===== config.mk =====
export PLATFORM = sky130hd
export DESIGN_NAME = instr_encoder
export DESIGN_NICKNAME = d
export VERILOG_FILES = /design/src/rtl/instr_encoder.sv
export SDC_FILE = /design/constraint.sdc
export NUM_CORES = 1
export LEC_CHECK = 0
export CELL_PAD_IN_SITES_DETAIL_PLACEMENT = 2
export CELL_PAD_IN_SITES_GLOBAL_PLACEMENT = 2
export CORE_AREA = 2 2 143 145
export DETAILED_ROUTE_END_ITERATION = 8
export DIE_AREA = 0 0 145 147
export PLACE_DENSITY = 0.86
export SLEW_MARGIN = 15
export SYNTH_ARGS = -nofsm -noshare
export SYNTH_HDL_FRONTEND = slang
export SYNTH_SLANG_ARGS = --single-unit

===== constraint.sdc =====
create_clock -name clk -period 2.3 [get_ports clk]
set_input_delay 0.46 -clock clk [delete_from_list [all_inputs] [get_ports clk]]
set_output_delay 0.46 -clock clk [all_outputs]
set_load 0.005 [all_outputs]

===== src/rtl/instr_encoder.sv =====
// rtl/instr_encoder.sv - RV32I instruction encoder with one-deep registered output stage
module instr_encoder #(
    parameter int                ADDR_W    = 32,
    parameter logic [ADDR_W-1:0] BASE_ADDR = '0
) (
    input  logic              clk,
    input  logic              rst_n,
    input  logic              flush,
    input  logic              in_valid,
    output logic              in_ready,
    input  logic [2:0]        in_fmt,
    input  logic [6:0]        in_opcode,
    input  logic [4:0]        in_rd,
    input  logic [4:0]        in_rs1,
    input  logic [4:0]        in_rs2,
    input  logic [2:0]        in_funct3,
    input  logic [6:0]        in_funct7,
    input  logic [31:0]       in_imm,
    output logic              out_valid,
    input  logic              out_ready,
    output logic [31:0]       out_instr,
    output logic [ADDR_W-1:0] out_addr,
    output logic              out_err,
    output logic [15:0]       err_cnt
);

    localparam logic [2:0]  FMT_I = 3'd0;
    localparam logic [2:0]  FMT_S = 3'd1;
    localparam logic [2:0]  FMT_B = 3'd2;
    localparam logic [2:0]  FMT_J = 3'd3;
    localparam logic [2:0]  FMT_R = 3'd4;
    localparam logic [31:0] NOP   = 32'h0000_0013;

    logic [ADDR_W-1:0] addr_cnt;
    logic [31:0]       packed_word;
    logic              field_err;
    logic              accept;

    // A signed value fits in N bits when all bits from N-1 upward agree
    logic fits_12, fits_13, fits_21;
    assign fits_12 = (&in_imm[31:11]) | ~(|in_imm[31:11]);
    assign fits_13 = (&in_imm[31:12]) | ~(|in_imm[31:12]);
    assign fits_21 = (&in_imm[31:20]) | ~(|in_imm[31:20]);

    assign in_ready = !flush && (!out_valid || out_ready);
    assign accept   = in_valid && in_ready;

    // Pack the fields per format and flag immediates the format cannot express
    always_comb begin
        packed_word = NOP;
        field_err   = 1'b0;
        unique case (in_fmt)
            FMT_I: begin
                packed_word = {in_imm[11:0], in_rs1, in_funct3, in_rd, in_opcode};
                field_err   = !fits_12;
            end
            FMT_S: begin
                packed_word = {in_imm[11:5], in_rs2, in_rs1, in_funct3, in_imm[4:0], in_opcode};
                field_err   = !fits_12;
            end
            FMT_B: begin
                packed_word = {in_imm[12], in_imm[10:5], in_rs2, in_rs1, in_funct3,
                               in_imm[4:1], in_imm[11], in_opcode};
                field_err   = !fits_13 || in_imm[0];
            end
            FMT_J: begin
                packed_word = {in_imm[20], in_imm[10:1], in_imm[11], in_imm[19:12],
                               in_rd, in_opcode};
                field_err   = !fits_21 || in_imm[0];
            end
            FMT_R: begin
                packed_word = {in_funct7, in_rs2, in_rs1, in_funct3, in_rd, in_opcode};
                field_err   = 1'b0;
            end
            default: begin
                packed_word = NOP;
                field_err   = 1'b1;
            end
        endcase
    end

    // Output register, address counter and saturating error counter
    always_ff @(posedge clk or negedge rst_n) begin
        if (!rst_n) begin
            out_valid <= 1'b0;
            out_instr <= '0;
            out_err   <= 1'b0;
            out_addr  <= BASE_ADDR;
            addr_cnt  <= BASE_ADDR;
            err_cnt   <= '0;
        end else if (flush) begin
            out_valid <= 1'b0;
            out_err   <= 1'b0;
            addr_cnt  <= BASE_ADDR;
        end else if (accept) begin
            out_valid <= 1'b1;
            out_instr <= field_err ? NOP : packed_word;
            out_err   <= field_err;
            out_addr  <= addr_cnt;
            addr_cnt  <= addr_cnt + ADDR_W'(4);
            if (field_err && err_cnt != 16'hFFFF) begin
                err_cnt <= err_cnt + 16'd1;
            end
        end else if (out_ready) begin
            out_valid <= 1'b0;
        end
    end

endmodule


# Yosys cells after proc, flatten, opt, wreduce, memory -nomap -nowiden

Index checks and enable logic that the tools add are counted.

Input bits: 72
Logic and storage cells: 53
Flip-flop bits (word level): 114
Output and inout bits: 83

Add/subtract/negate cells: 2
Reductions and logical operators: 23
Eq/ne operators: 5
Bitwise logic cells: 7
Mux-type cells: 10

Operator list:

| cell                                          | number |
|---|---|
| case mux 32 bit (5 select lines)              | 1 |
| 2-to-1 mux 32 bit                             | 3 |
| adder 32 x 3 -> 32 bit, second input constant | 1 |
| AND reduction 21 bit                          | 1 |
| OR reduction 21 bit                           | 1 |
| AND reduction 20 bit                          | 1 |
| OR reduction 20 bit                           | 1 |
| adder 16 x 1 -> 16 bit, second input constant | 1 |
| inequality test 16 bit, second input constant | 1 |
| AND reduction 12 bit                          | 1 |
| OR reduction 12 bit                           | 1 |
| == test 3 x 2 -> 1 bit, second input constant | 2 |
| logical NOT 1 bit                             | 5 |
| 2-to-1 mux 1 bit                              | 5 |
| inverter 1 bit                                | 4 |
| case mux 1 bit (4 select lines)               | 1 |
| == test 3 x 1 -> 1 bit, second input constant | 1 |
| == test 3 bit, second input constant          | 1 |
| logical AND 1 bit                             | 3 |
| logical NOT 3 bit                             | 1 |
| logical OR 1 bit                              | 3 |
| bitwise OR 1 bit                              | 3 |
| AND reduction 3 bit                           | 1 |
| nonzero test 3 bit                            | 1 |
| 3 further kinds                               | 3 |

# Depth between registers and ports, before layout

Depth after elaboration: 8
Mapped depth: 9
Mapped depth without buffers: 7

# Least setup slack after synthesis

Ideal clock, no wire load.

Path type: input -> register
Start: input in_fmt[1]
End: register err_cnt[10]
Required time: 2.221 ns
Buffers on the path: 3
Data arrival time: 2.025 ns
Library setup time: 0.079 ns
Path slack: 0.196 ns
Stages: 9
Cell sequence: buf_6 -> nor2b_4 -> nor2_1 -> o41ai_1 -> or4_1 -> buf_4 -> buf_6 -> a211oi_2 -> xor2_1

Word-level cells in the longest chain between the ends: 5
Elaborated cells between the ends (all ways): 9
Classes of those cells: eq/ne: 4; mux: 1; reduce/logical: 4

RTL lines:

| what                                                               | RTL line | source |
|---|---|---|
| start: declaration                                                 | 11       | `input logic [2:0] in_fmt,` |
| == test 3 x 1 -> 1 bit / logical NOT 3 bit (equally long branches) | 52       | `unique case (in_fmt)` |
| OR reduction 2 bit (no line)                                       | -        |  |
| case mux 1 bit (4 select lines) *                                  | 52       |  |
| logical AND 1 bit *                                                | 101      | `if (field_err && err_cnt != 16'hFFFF) begin` |
| AND reduction 3 bit (no line) *                                    | -        |  |
| end signal: assignment                                             | 102      | `err_cnt <= err_cnt + 16'd1;` |
| end: declaration                                                   | 24       | `output logic [15:0] err_cnt` |

Mark *: on every way between the ends. The rest lies on a longest branch, timed or not.
A chain may end at the register's enable or synchronous reset.

# Final worst setup path

Start: register err_cnt[0]
End: register err_cnt[14]

Word-level cells in the longest chain between the ends: 3
Elaborated cells between the ends (all ways): 4
Classes of those cells: add/sub: 1; eq/ne: 1; reduce/logical: 2

RTL lines:

| what |
|---|
| parallel branches: the longest is 3 deep, another holds adder 16 x 1 -> 16 bit |

Parallel ways; which one is timed is not known.

==> summary.md <==
| Metric | Value |
|---|---|
| Status | `finished, final reports clean` |
| Clock Latency Late Sink | `0.36 ns` |
| Gr usage total | `18.7%` |
| Worst-path clk slew | `0.07 ns` |
| Grt ovf | `0` |
| Port buffer count | `152` |
| CTS Root Cell | `clkbuf_16` |
| Post-DP HPWL | `13,900 um` |
| Pwr Density | `584 mW/mm2` |
| Reg-to-Reg Start | `err_cnt[0]$_DFFE_PN0P_` |
| Worst R2R Path Depth | `8` |
| Die Span Y | `147 um` |
| Top area cells in the synthesized netlist | `dfrtp_1, nand2_1, xor2_1` |
| Hold WC Path Type | `reg -> reg` |
| Iter 0 DRT Violations | `139` |
| Largest area contributor in the netlist | `dfrtp_1` |
| EDFF count, synth | `0` |
| CTS tree | `yes` |
| Mapped Area | `0.00542 mm2` |
| First-pass GRT wire length | `31,800 um` |
| Standard-cell rows | `52` |
| Ant. Diodes | `0` |
| Starting Density | `27.3%` |
| Worst-Margin Slew | `0.819 ns` |
| CTS H-tree lvls | `3` |
| Sequential fraction of the synthesis area | `50.8%` |
| Worst path slowest cell | `or4_4` |
| Hold Crit Endpoint | `out_addr[14]$_DFFE_PN0P_` |
| Rel. slew slack | `45.2%` |
| CP Cell Sequence | `ha_2, and2_4, nand3_2, nor4_2, or4_4, buf_12, a2111oi_4, xor2_1` |
| Clk_skew | `0.00620 ns` |
| Total Wirelength | `19,900 um` |
| Die width | `145 um` |
| R2R setup slack | `0.06 ns` |
| CTS max path bufs | `2` |
| WL per Instance | `19.0 um` |
| Nets | `845` |
| Final Cycle Share | `97.5%` |
| Worst VDD drop | `337 uV` |
| Clock sinks | `110` |
| Antenna violations before repair | `0` |
| Achievable Freq | `446 MHz` |
| Fill cells | `2,133` |
| Residual DRC count | `0` |
| Worst EP arrival | `2.52 ns` |
| Hold path depth | `2` |
| Kind of start point of the critical path | `register` |
| Final Instance Area | `0.00813 mm2` |
| CP Capture Type | `register` |
| Area growth syn-to-layout | `50.1%` |
| Ports | `155` |
| GPL Wtd Cong | `0.783` |
| Mean cell area of the mapped netlist | `9.29 um2` |
| FF+latch count, synth | `110` |
| Setup WS pre-CTS | `-0.633 ns` |
| Worst flop-to-flop path endpoint | `err_cnt[14]$_DFFE_PN0P_` |
| Fraction of layout instances using a drive strength above 1 | `15.5%` |
| Post-synth top flop | `dfrtp_1` |
| Warnings, synthesis | `0` |
| Share of the synthesized area in the top cell type | `50.8%` |
| Total Power | `4.75 mW` |
| CP Max Fanout | `8` |
| Via density | `4.90` |
| CP required | `2.57 ns` |
| Maximum number of pins on one net before global-route repair | `72` |
| Post-route setup slack | `0.0568 ns` |
| Static Leakage | `3.68 nW` |
| Area post-placement | `0.00757 mm2` |
| Core footprint | `0.0198 mm2` |
| Minimum clock period | `2.24 ns` |
| Fin cells | `1,046` |
| RSZ-0062 raised after global routing | `true` |
| Total die area | `0.0213 mm2` |
| Vias in the first global route | `5,738` |
| Max incr delay on CP | `0.54 ns` |
| Final-report hold violation count | `0` |
| Beginning of the worst hold path | `out_addr[14]$_DFFE_PN0P_` |
| Post-route ant nets | `0` |
| Synth async-reset ratio | `100%` |
| Dpl cells | `1,025` |
| Endpoints failing setup | `0` |
| Critical path class | `reg -> reg` |
| Max Cap Viol | `0` |
| TritonCTS Buffers | `9` |
| Pre-antenna DRT Iters | `4` |
| Max-slew violation count | `0` |
| Post-Synthesis Cells | `583` |
| Synth cell types | `50` |
| Vias | `5,127` |
==> critical path: cells and delay by family, from the launching register on <==
family          cells  cell delay (ns)
simple gates        4             0.81
flops               1             0.39
compound gates      1             0.39
xor+xnor            1             0.20
fa+ha+maj           1             0.19
buf+inv             1             0.17
==> cell usage in the layout (no fill, tap or decap), types with 7 or more instances in the layout <==
master	count
a211oi_1	7
a21oi_1	23
a22o_1	8
a31oi_1	7
buf_4	51
clkbuf_16	9
clkdlybuf4s50_1	124
dfrtp_1	110
dlygate4sd2_1	10
dlymetal6s2s_1	15
mux2i_1	15
nand2_1	151
nand3_1	18
nand4_1	20
nor2_1	42
nor2b_1	7
nor3_1	8
o21ai_0	17
o31ai_1	13
xnor2_1	7
xor2_1	28
==> per-layer routing <==
metal,wire length [um],vias up,track usage (%)
li1,-,2376,-
met2,10600,117,34.6
met1,8070,2605,21.7
met3,826,29,3.88
met4,392,0,5.50
met5,0,-,0
==> state kept, by name, indices dropped and copies added, names as in the netlist <==
| register | cells |
|---|---|
| err_cnt | 16 |
| addr_cnt | 30 |
| out_instr | 32 |
| out_err | 1 |
| out_addr | 30 |
| out_valid | 1 |
==> worst max-delay path by stage <==
stage	startpoint	to	slack, ns	cells after the start
after floorplan	in_fmt[1]	err_cnt[10]$_DFFE_PN0P_	0.20	9
after global placement	in_fmt[2]	err_cnt[14]$_DFFE_PN0P_	-0.55	9
after detailed placement	in_fmt[2]	err_cnt[13]$_DFFE_PN0P_	-0.63	9
after CTS	in_imm[21]	err_cnt[7]$_DFFE_PN0P_	-0.02	9
after global routing	err_cnt[0]$_DFFE_PN0P_	err_cnt[14]$_DFFE_PN0P_	-0.02	8
final	err_cnt[0]$_DFFE_PN0P_	err_cnt[14]$_DFFE_PN0P_	0.06	8
==> metrics by stage <==
step	utilization, %	hold WS [ns]	setup TNS [ns]
2_1_floorplan	-	0.164	0
3_3_place_gp	38.2	0.323	-17.26
3_5_place_dp	38.2	0.321	-26.25
4_1_cts	40.3	0.481	-0.0899
5_1_grt	41.0	0.487	-0.0228
6_report	41.0	0.475	0
==> timing repair <==
| action | in CTS | in global routing |
|---|---|---|
| cloned | 2 | 0 |
| endpoints found under the hold margin | 9 | 0 |
| endpoints found under the setup margin | 50 | 37 |
| resized for setup | 28 | 34 |
| pin swaps | 9 | 9 |
| buffers inserted | 1 | 2 |
| hold buffers | 1 | 0 |
==> synth_stat cells, types with 2 or more instances <==
| master | count |
|---|---|
| nor2b_4 | 2 |
| a21oi_1 | 25 |
| and4_1 | 2 |
| nor3_1 | 9 |
| buf_6 | 2 |
| mux2i_1 | 15 |
| xnor2_1 | 7 |
| buf_4 | 5 |
| a211oi_2 | 3 |
| xor2_1 | 28 |
| a31oi_1 | 7 |
| nand3_1 | 19 |
| or3_1 | 2 |
| buf_2 | 3 |
| nor2_1 | 43 |
| buf_1 | 3 |
| nor2b_1 | 7 |
| ha_1 | 2 |
| o31ai_1 | 19 |
| and2_1 | 5 |
| clkbuf_1 | 21 |
| mux2_2 | 3 |
| and3_1 | 5 |
| o21ai_0 | 17 |
| nor4_1 | 6 |
| a2111oi_4 | 2 |
| nand2_1 | 152 |
| or4_1 | 2 |
| a22o_1 | 8 |
| dfrtp_1 | 110 |
| nand4_1 | 20 |
| inv_2 | 2 |
| inv_1 | 3 |
| a211oi_1 | 8 |
==> cell families after synthesis <==
logic type	synth area share, %
simple gates	23.8
compound gates	12.4
xor+xnor	5.66
mux	3.40
fa+ha+maj	0.462
other cells	0.0692
flops	50.8
buf+inv	3.40
==> area by class of cell <==
class	count	area, um2	area share [%]
Clock buffer	11	253	3.11
Clock inverter	5	41.3	0.508
Inverter	5	18.8	0.231
Multi-Input combinational cell	435	2640	32.5
Sequential cell	110	2750	33.9
Tap cell	270	338	4.16
Timing Repair Buffer	210	2080	25.6
==> report_power, final <==
group | leakage (nW) | switching [mW] | internal [mW]
combinational | 2.05 | 0.468 | 0.546
sequential | 1.49 | 0.104 | 2.05
clock | 0.138 | 0.776 | 0.804
total | 3.68 | 1.35 | 3.40
Note: power is estimated with default switching activity, not from simulation.
